File: config.mk
export PLATFORM = sky130hd
export DESIGN_NAME = mio_bus_flat
export DESIGN_NICKNAME = d
export VERILOG_FILES = /design/src/rtl/mio_pkg.sv /design/src/rtl/mio_bus_if.sv /design/src/rtl/mio_decode.sv /design/src/rtl/mio_bus.sv /design/src/flat_wrapper.sv
export SDC_FILE = /design/constraint.sdc
export NUM_CORES = 1
export LEC_CHECK = 0
export BUFFER_PORTS_ARGS = -buffer_cell sky130_fd_sc_hd__clkbuf_2
export CORE_AREA = 2 2 176 92
export CTS_CLUSTER_SIZE = 25
export DETAILED_ROUTE_END_ITERATION = 6
export DIE_AREA = 0 0 178 94
export GPL_TIMING_DRIVEN = 0
export PLACE_DENSITY_LB_ADDON = 0.15
export SLEW_MARGIN = 10
export SYNTH_ARGS = -nofsm -noshare
export SYNTH_HDL_FRONTEND = slang
export SYNTH_SLANG_ARGS = --single-unit
export TNS_END_PERCENT = 50
File: constraint.sdc
create_clock -name clk -period 8.68 [get_ports clk]
set_clock_uncertainty 0.15 [all_clocks]
set_input_delay 1.736 -clock clk [delete_from_list [all_inputs] [get_ports clk]]
set_output_delay 1.736 -clock clk [all_outputs]
set_load 0.02 [all_outputs]
File: src/rtl/mio_pkg.sv
// rtl/mio_pkg.sv - shared FSM states, region codes and peripheral map for the memory/IO bus unit
package mio_pkg;

  typedef enum logic [1:0] {
    IDLE,
    RAM_WAIT,
    DONE
  } state_t;

  typedef enum logic [1:0] {
    RGN_RAM,
    RGN_LED_SW,
    RGN_CNT,
    RGN_UNMAPPED
  } region_t;

  localparam logic [31:0] IO_BASE_DEFAULT = 32'hF000_0000;
  localparam logic [31:0] LED_SW_OFS      = 32'h0000_0000;
  localparam logic [31:0] CNT_OFS         = 32'h0000_0004;

endpackage

File: src/rtl/mio_bus_if.sv
// rtl/mio_bus_if.sv - CPU-side request/response bundle between the controller and the bus unit
interface mio_bus_if;

  logic        mem_r;
  logic        mem_w;
  logic [31:0] addr_bus;
  logic [31:0] cpu_data2bus;
  logic [31:0] cpu_data4bus;
  logic        MIO_ready;
  logic        bus_err;

  modport master (
    output mem_r,
    output mem_w,
    output addr_bus,
    output cpu_data2bus,
    input  cpu_data4bus,
    input  MIO_ready,
    input  bus_err
  );

  modport slave (
    input  mem_r,
    input  mem_w,
    input  addr_bus,
    input  cpu_data2bus,
    output cpu_data4bus,
    output MIO_ready,
    output bus_err
  );

endinterface

File: src/rtl/mio_decode.sv
// rtl/mio_decode.sv - combinational byte address to region decoder (word granularity)
module mio_decode
  import mio_pkg::*;
#(
  parameter int          RAM_AW  = 10,
  parameter logic [31:0] IO_BASE = IO_BASE_DEFAULT
) (
  input  logic [31:0] addr,
  output region_t     region
);

  logic [31:0] word_addr;

  always_comb begin
    // Byte-lane bits are ignored: every access is a full word.
    word_addr = addr & ~32'h0000_0003;
    if (addr[31:RAM_AW+2] == '0) begin
      region = RGN_RAM;
    end else if (word_addr == IO_BASE + LED_SW_OFS) begin
      region = RGN_LED_SW;
    end else if (word_addr == IO_BASE + CNT_OFS) begin
      region = RGN_CNT;
    end else begin
      region = RGN_UNMAPPED;
    end
  end

endmodule

File: src/rtl/mio_bus.sv
// rtl/mio_bus.sv - memory/IO bus unit: RAM sequencing, LED/switch and counter peripherals, ready pulse
module mio_bus
  import mio_pkg::*;
#(
  parameter int          RAM_AW      = 10,
  parameter int          RAM_LATENCY = 2,
  parameter logic [31:0] IO_BASE     = IO_BASE_DEFAULT
) (
  input  logic              clk,
  input  logic              reset,
  mio_bus_if.slave          bus,
  output logic [RAM_AW-1:0] ram_addr,
  output logic [31:0]       ram_din,
  output logic              ram_we,
  input  logic [31:0]       ram_dout,
  input  logic [15:0]       sw_in,
  output logic [15:0]       led_out
);

  localparam logic [2:0] LAT = 3'(RAM_LATENCY);

  state_t      state;
  state_t      state_nxt;
  region_t     region;
  logic        req;
  logic        req_wr;
  logic        take_req;
  logic        ram_done;
  logic        lat_wr;
  logic [2:0]  wait_cnt;
  logic [31:0] counter;

  mio_decode #(
    .RAM_AW  (RAM_AW),
    .IO_BASE (IO_BASE)
  ) u_decode (
    .addr   (bus.addr_bus),
    .region (region)
  );

  // A simultaneous read and write strobe is serviced as a write.
  assign req    = bus.mem_r | bus.mem_w;
  assign req_wr = bus.mem_w;

  assign bus.MIO_ready = (state == DONE);

  always_ff @(posedge clk or posedge reset) begin
    if (reset) begin
      state <= IDLE;
    end else begin
      state <= state_nxt;
    end
  end

  always_comb begin
    state_nxt = state;
    take_req  = 1'b0;
    ram_done  = 1'b0;
    unique case (state)
      IDLE: begin
        if (req) begin
          take_req  = 1'b1;
          state_nxt = (region == RGN_RAM) ? RAM_WAIT : DONE;
        end
      end
      RAM_WAIT: begin
        if (wait_cnt == LAT) begin
          ram_done  = 1'b1;
          state_nxt = DONE;
        end
      end
      DONE: begin
        state_nxt = IDLE;
      end
      default: begin
        state_nxt = IDLE;
      end
    endcase
  end

  // RAM side: address/data are latched on acceptance, write strobe lasts one cycle.
  always_ff @(posedge clk or posedge reset) begin
    if (reset) begin
      ram_addr <= '0;
      ram_din  <= '0;
      ram_we   <= 1'b0;
      lat_wr   <= 1'b0;
      wait_cnt <= '0;
    end else begin
      ram_we <= 1'b0;
      if (take_req) begin
        lat_wr <= req_wr;
        if (region == RGN_RAM) begin
          ram_addr <= bus.addr_bus[RAM_AW+1:2];
          ram_din  <= bus.cpu_data2bus;
          ram_we   <= req_wr;
          wait_cnt <= 3'd1;
        end
      end else if (ram_done) begin
        wait_cnt <= '0;
      end else if (state == RAM_WAIT) begin
        wait_cnt <= wait_cnt + 3'd1;
      end
    end
  end

  // Read data register holds the last completed read; writes leave it alone.
  always_ff @(posedge clk or posedge reset) begin
    if (reset) begin
      bus.cpu_data4bus <= '0;
    end else if (ram_done && !lat_wr) begin
      bus.cpu_data4bus <= ram_dout;
    end else if (take_req && !req_wr) begin
      unique case (region)
        RGN_LED_SW:   bus.cpu_data4bus <= {16'h0000, sw_in};
        RGN_CNT:      bus.cpu_data4bus <= counter;
        RGN_UNMAPPED: bus.cpu_data4bus <= '0;
        default:      bus.cpu_data4bus <= bus.cpu_data4bus;
      endcase
    end
  end

  always_ff @(posedge clk or posedge reset) begin
    if (reset) begin
      led_out <= '0;
    end else if (take_req && req_wr && region == RGN_LED_SW) begin
      led_out <= bus.cpu_data2bus[15:0];
    end
  end

  // A counter write replaces that cycle's increment.
  always_ff @(posedge clk or posedge reset) begin
    if (reset) begin
      counter <= '0;
    end else if (take_req && req_wr && region == RGN_CNT) begin
      counter <= bus.cpu_data2bus;
    end else begin
      counter <= counter + 32'd1;
    end
  end

  always_ff @(posedge clk or posedge reset) begin
    if (reset) begin
      bus.bus_err <= 1'b0;
    end else if (take_req && ((bus.mem_r && bus.mem_w) || region == RGN_UNMAPPED)) begin
      bus.bus_err <= 1'b1;
    end
  end

endmodule

File: src/flat_wrapper.sv
// flat-port wrapper written by rule: the top's interface ports become plain ports
module mio_bus_flat import mio_pkg::*;
#(
  parameter int          RAM_AW      = 10,
  parameter int          RAM_LATENCY = 2,
  parameter logic [31:0] IO_BASE     = IO_BASE_DEFAULT
)
  (clk, reset, ram_addr, ram_din, ram_we, ram_dout, sw_in, led_out, bus_mem_r, bus_mem_w, bus_addr_bus, bus_cpu_data2bus, bus_cpu_data4bus, bus_MIO_ready, bus_bus_err);
  mio_bus_if bus_i ();
  input  logic clk;
  input  logic reset;
  output logic [RAM_AW-1:0] ram_addr;
  output logic [31:0] ram_din;
  output logic ram_we;
  input  logic [31:0] ram_dout;
  input  logic [15:0] sw_in;
  output logic [15:0] led_out;
  input wire logic [$bits(bus_i.mem_r)-1:0] bus_mem_r;
  input wire logic [$bits(bus_i.mem_w)-1:0] bus_mem_w;
  input wire logic [$bits(bus_i.addr_bus)-1:0] bus_addr_bus;
  input wire logic [$bits(bus_i.cpu_data2bus)-1:0] bus_cpu_data2bus;
  output wire logic [$bits(bus_i.cpu_data4bus)-1:0] bus_cpu_data4bus;
  output wire logic [$bits(bus_i.MIO_ready)-1:0] bus_MIO_ready;
  output wire logic [$bits(bus_i.bus_err)-1:0] bus_bus_err;
  assign bus_i.mem_r = bus_mem_r;
  assign bus_i.mem_w = bus_mem_w;
  assign bus_i.addr_bus = bus_addr_bus;
  assign bus_i.cpu_data2bus = bus_cpu_data2bus;
  assign bus_cpu_data4bus = bus_i.cpu_data4bus;
  assign bus_MIO_ready = bus_i.MIO_ready;
  assign bus_bus_err = bus_i.bus_err;
  mio_bus #(.RAM_AW(RAM_AW), .RAM_LATENCY(RAM_LATENCY), .IO_BASE(IO_BASE)) u_core (.clk(clk), .reset(reset), .bus(bus_i), .ram_addr(ram_addr), .ram_din(ram_din), .ram_we(ram_we), .ram_dout(ram_dout), .sw_in(sw_in), .led_out(led_out));
endmodule
==> impl_metrics.json <==
{
  "finalNetCount": 868,
  "portBuffers": 206,
  "rsz0062_at_grt": "false",
  "intPower_w": 0.00103,
  "synth_cell_type_count": 47,
  "crit_slowest_cell": "nor3_2",
  "worst-setup-path-type": "in -> reg",
  "vdd_drop_max_mv": 0.112,
  "htreeDepth": 4,
  "max_freq_mhz": 245,
  "finalWeightedCongestion": 0.821,
  "leakagePower_nw": 4.03,
  "synthToLayoutAreaGrowth_pct": 31.4,
  "yosysWarnings": 0,
  "path_depth": 6,
  "setup_viol": 0,
  "crit_path_end_kind": "flop",
  "p_comb_share_pct": 4.9,
  "hpwl_mm": 13.5,
  "rr_startpoint": "u_core.state[0]",
  "min_from": "u_core.bus.cpu_data4bus[2]",
  "cp_slowest_stage_delay_ns": 0.87,
  "initial_core_util_pct": 39.6,
  "hold_violations": 0,
  "synthFlopType": "dfrtp_1",
  "grt_first_pass_wirelength_mm": 28.3,
  "cts-resized-gates": 0,
  "cp_num_buf_inv": 2,
  "n_antenna_cell": 0,
  "hold_path.class": "reg -> reg",
  "cts_sinks": 130,
  "grt_overflow_total": 0,
  "period_minus_slack_ns": 4.08,
  "seq_area_frac_synth_pct": 54.4,
  "whs_ns": 0.335,
  "crit_family": "simple AND/OR/NAND/NOR gates",
  "grt_start_max_net_pins": 76,
  "arrival_ns": 4.22,
  "period_share_pct": 47.0,
  "rr_worst_depth": 7,
  "cts.path.max_buffers": 2,
  "drive_above_1_share_pct": 40.9,
  "yosysTopAreaCellShare_pct": 54.4,
  "cts_hold_buf": 0,
  "synth_edf_count": 0,
  "status": "completed",
  "synthCells": 523,
  "worstPathMaxFanout": 10,
  "setup_tns_ns": 0,
  "drv_slew": 0,
  "drc": 0,
  "grt_pass1_vias": 5157,
  "dieArea_sq_um": 16700,
  "cap_violations": 0,
  "start_kind": "primary input",
  "sw_frac_of_total_pct": 24.4,
  "root_buffer": "clkbuf_16",
  "hold_depth": 2,
  "core_sq_um": 15100,
  "synth_area_leaders": "dfrtp_1 (54%), mux2_2 (8.7%), nor2_1 (3.5%)",
  "switchingPower_w": 0.000334,
  "async_flop_share_pct": 100,
  "p_per_area_nw_per_um2": 174,
  "antenna_found_initial": 0,
  "post_cts_buffers": 0,
  "p_seq_share_pct": 44.8,
  "num_vias": 5094,
  "relSlewSlack_pct": 34.0,
  "yosys.area.top_type": "dfrtp_1",
  "clk-insertion-delay-late_ns": 0.41,
  "p_clk_share_pct": 50.2,
  "drtIter0Drc": 268,
  "synth_seq_cells": 130,
  "track_usage_pct": 22.5,
  "drtPass1Iterations": 4,
  "synth_common_cells": "dfrtp_1 (130), nor2_1 (56), mux2_2 (46), nand2_1 (33), a21oi_1 (31)",
  "core.rowCount": 32,
  "cts_made_buffers": 17,
  "wl_per_cell_um": 18.7,
  "worstPathRequired_ns": 8.82,
  "path_cells": "clkbuf_2 > nor4_1 > nand4_1 > nor3_2 > buf_2 > mux2_2",
  "cp-startpoint": "bus_addr_bus[20]",
  "clkTransAtPathRegs_ns": 0.06,
  "dieWidth_um": 178,
  "syn-num-nets": 642,
  "antenna_left": 0,
  "tritoncts": "yes",
  "die-height_um": 94,
  "yosysMostFrequentCell": "dfrtp_1",
  "viasPerCell": 5.27,
  "ioPinCount": 209,
  "worst_pin_slew_ns": 0.984,
  "synth_area_per_cell_sq_um": 11.4,
  "synth_area_sq_um": 5980,
  "finalWirelength_mm": 18.0
}
[area by class of cell]
cell class                      instances  area [sq um]
Inverter                                7          31.3
Multi-Input combinational cell        358          2570
Clock inverter                         14           131
Timing Repair Buffer                  207          1060
Clock buffer                           18           429
Fill cell                            1373          7240
Buffer                                 28           128
Sequential cell                       130          3250
Tap cell                              204           255
[registers in the layout, indices dropped and copies added (netlist names)]
name and count:
u_core.bus.bus_err 1, u_core.bus.cpu_data4bus 32, u_core.counter 32, u_core.lat_wr 1
u_core.led_out 16, u_core.ram_addr 10, u_core.ram_din 32, u_core.ram_we 1
u_core.state 2, u_core.wait_cnt 3
[worst paths after layout]
check	endpoint	slack (ns)
worst max-delay path	u_core.ram_din[1]	4.60
worst min-delay path	u_core.bus.cpu_data4bus[2]	0.33
worst max register to register	u_core.bus.cpu_data4bus[6]	5.62
worst min register to register	u_core.bus.cpu_data4bus[2]	0.33
max in group asynchronous	u_core.bus.bus_err	6.38
min in group asynchronous	u_core.ram_din[19]	1.27
[layout by cell type, fill, tap and decap left out, types with 3 or more instances in the layout]
cell type	count
nand2_1	33
buf_2	9
nor2_1	56
and3_1	3
clkbuf_2	206
a221oi_1	16
and4_1	3
a21oi_1	31
or4_1	3
dfrtp_1	130
ha_1	3
inv_6	5
clkbuf_16	17
mux2_4	10
mux2_2	46
nand3_1	12
nand4_1	8
clkinv_4	3
o31ai_1	18
nand2b_1	4
xnor2_1	19
inv_1	6
o21ai_0	4
clkbuf_1	16
xor2_1	11
nor3_1	7
clkinvlp_4	4
mux2_1	3
a21o_1	16
a22o_1	16
nor4_1	14
[power groups by stage]
stage | logic (W) | registers [W] | clock network (W)
5_1_grt | 0.0000760 | 0.000613 | 0.000729
2_1_floorplan | 0.0000245 | 0.000623 | 0
4_1_cts | 0.0000689 | 0.000613 | 0.000699
6_report | 0.0000677 | 0.000613 | 0.000687
3_3_place_gp | 0.0000647 | 0.000624 | 0
3_5_place_dp | 0.0000683 | 0.000624 | 0
[worst min-delay path: stages, from the launching register on]
cell and delay, ns:
dfrtp_1 0.35, nand2_1 0.05, o31ai_1 0.05
[metrics by stage]
stage	std cells	worst slack (ns)	power, W	instance area [sq um]	utilization (%)
detailed placement	934	4.12	0.000692	7300	48.4
floorplan	523	3.32	0.000647	5980	-
global placement	933	1.87	0.000688	7270	48.1
global route	966	4.35	0.00142	7860	52.1
CTS	966	4.54	0.00138	7860	52.1
finish	966	4.60	0.00137	7860	52.1
[logic make-up (layout without fill, tap and decap cells)]
logic type,Yosys count,count (layout),share of synthesized area [%]
AND/OR/NAND/NOR,158,158,13.5
flip-flops,130,130,54.4
AO/OA/AOI/OAI,108,108,12.8
multiplexers,59,59,11.7
buffers and inverters,35,274,2.57
XOR/XNOR,30,30,4.39
adder cells (fa/ha/maj),3,3,0.628
[per-layer routing]
| layer | global-route usage, % | share of wire, % |
|---|---|---|
| met1 | 34.1 | 51 |
| met2 | 31.8 | 41 |
| met3 | 5.74 | 7.5 |
| met4 | 5.40 | 0.90 |
| met5 | 0 | 0 |
(Power assumes the default switching activity.)
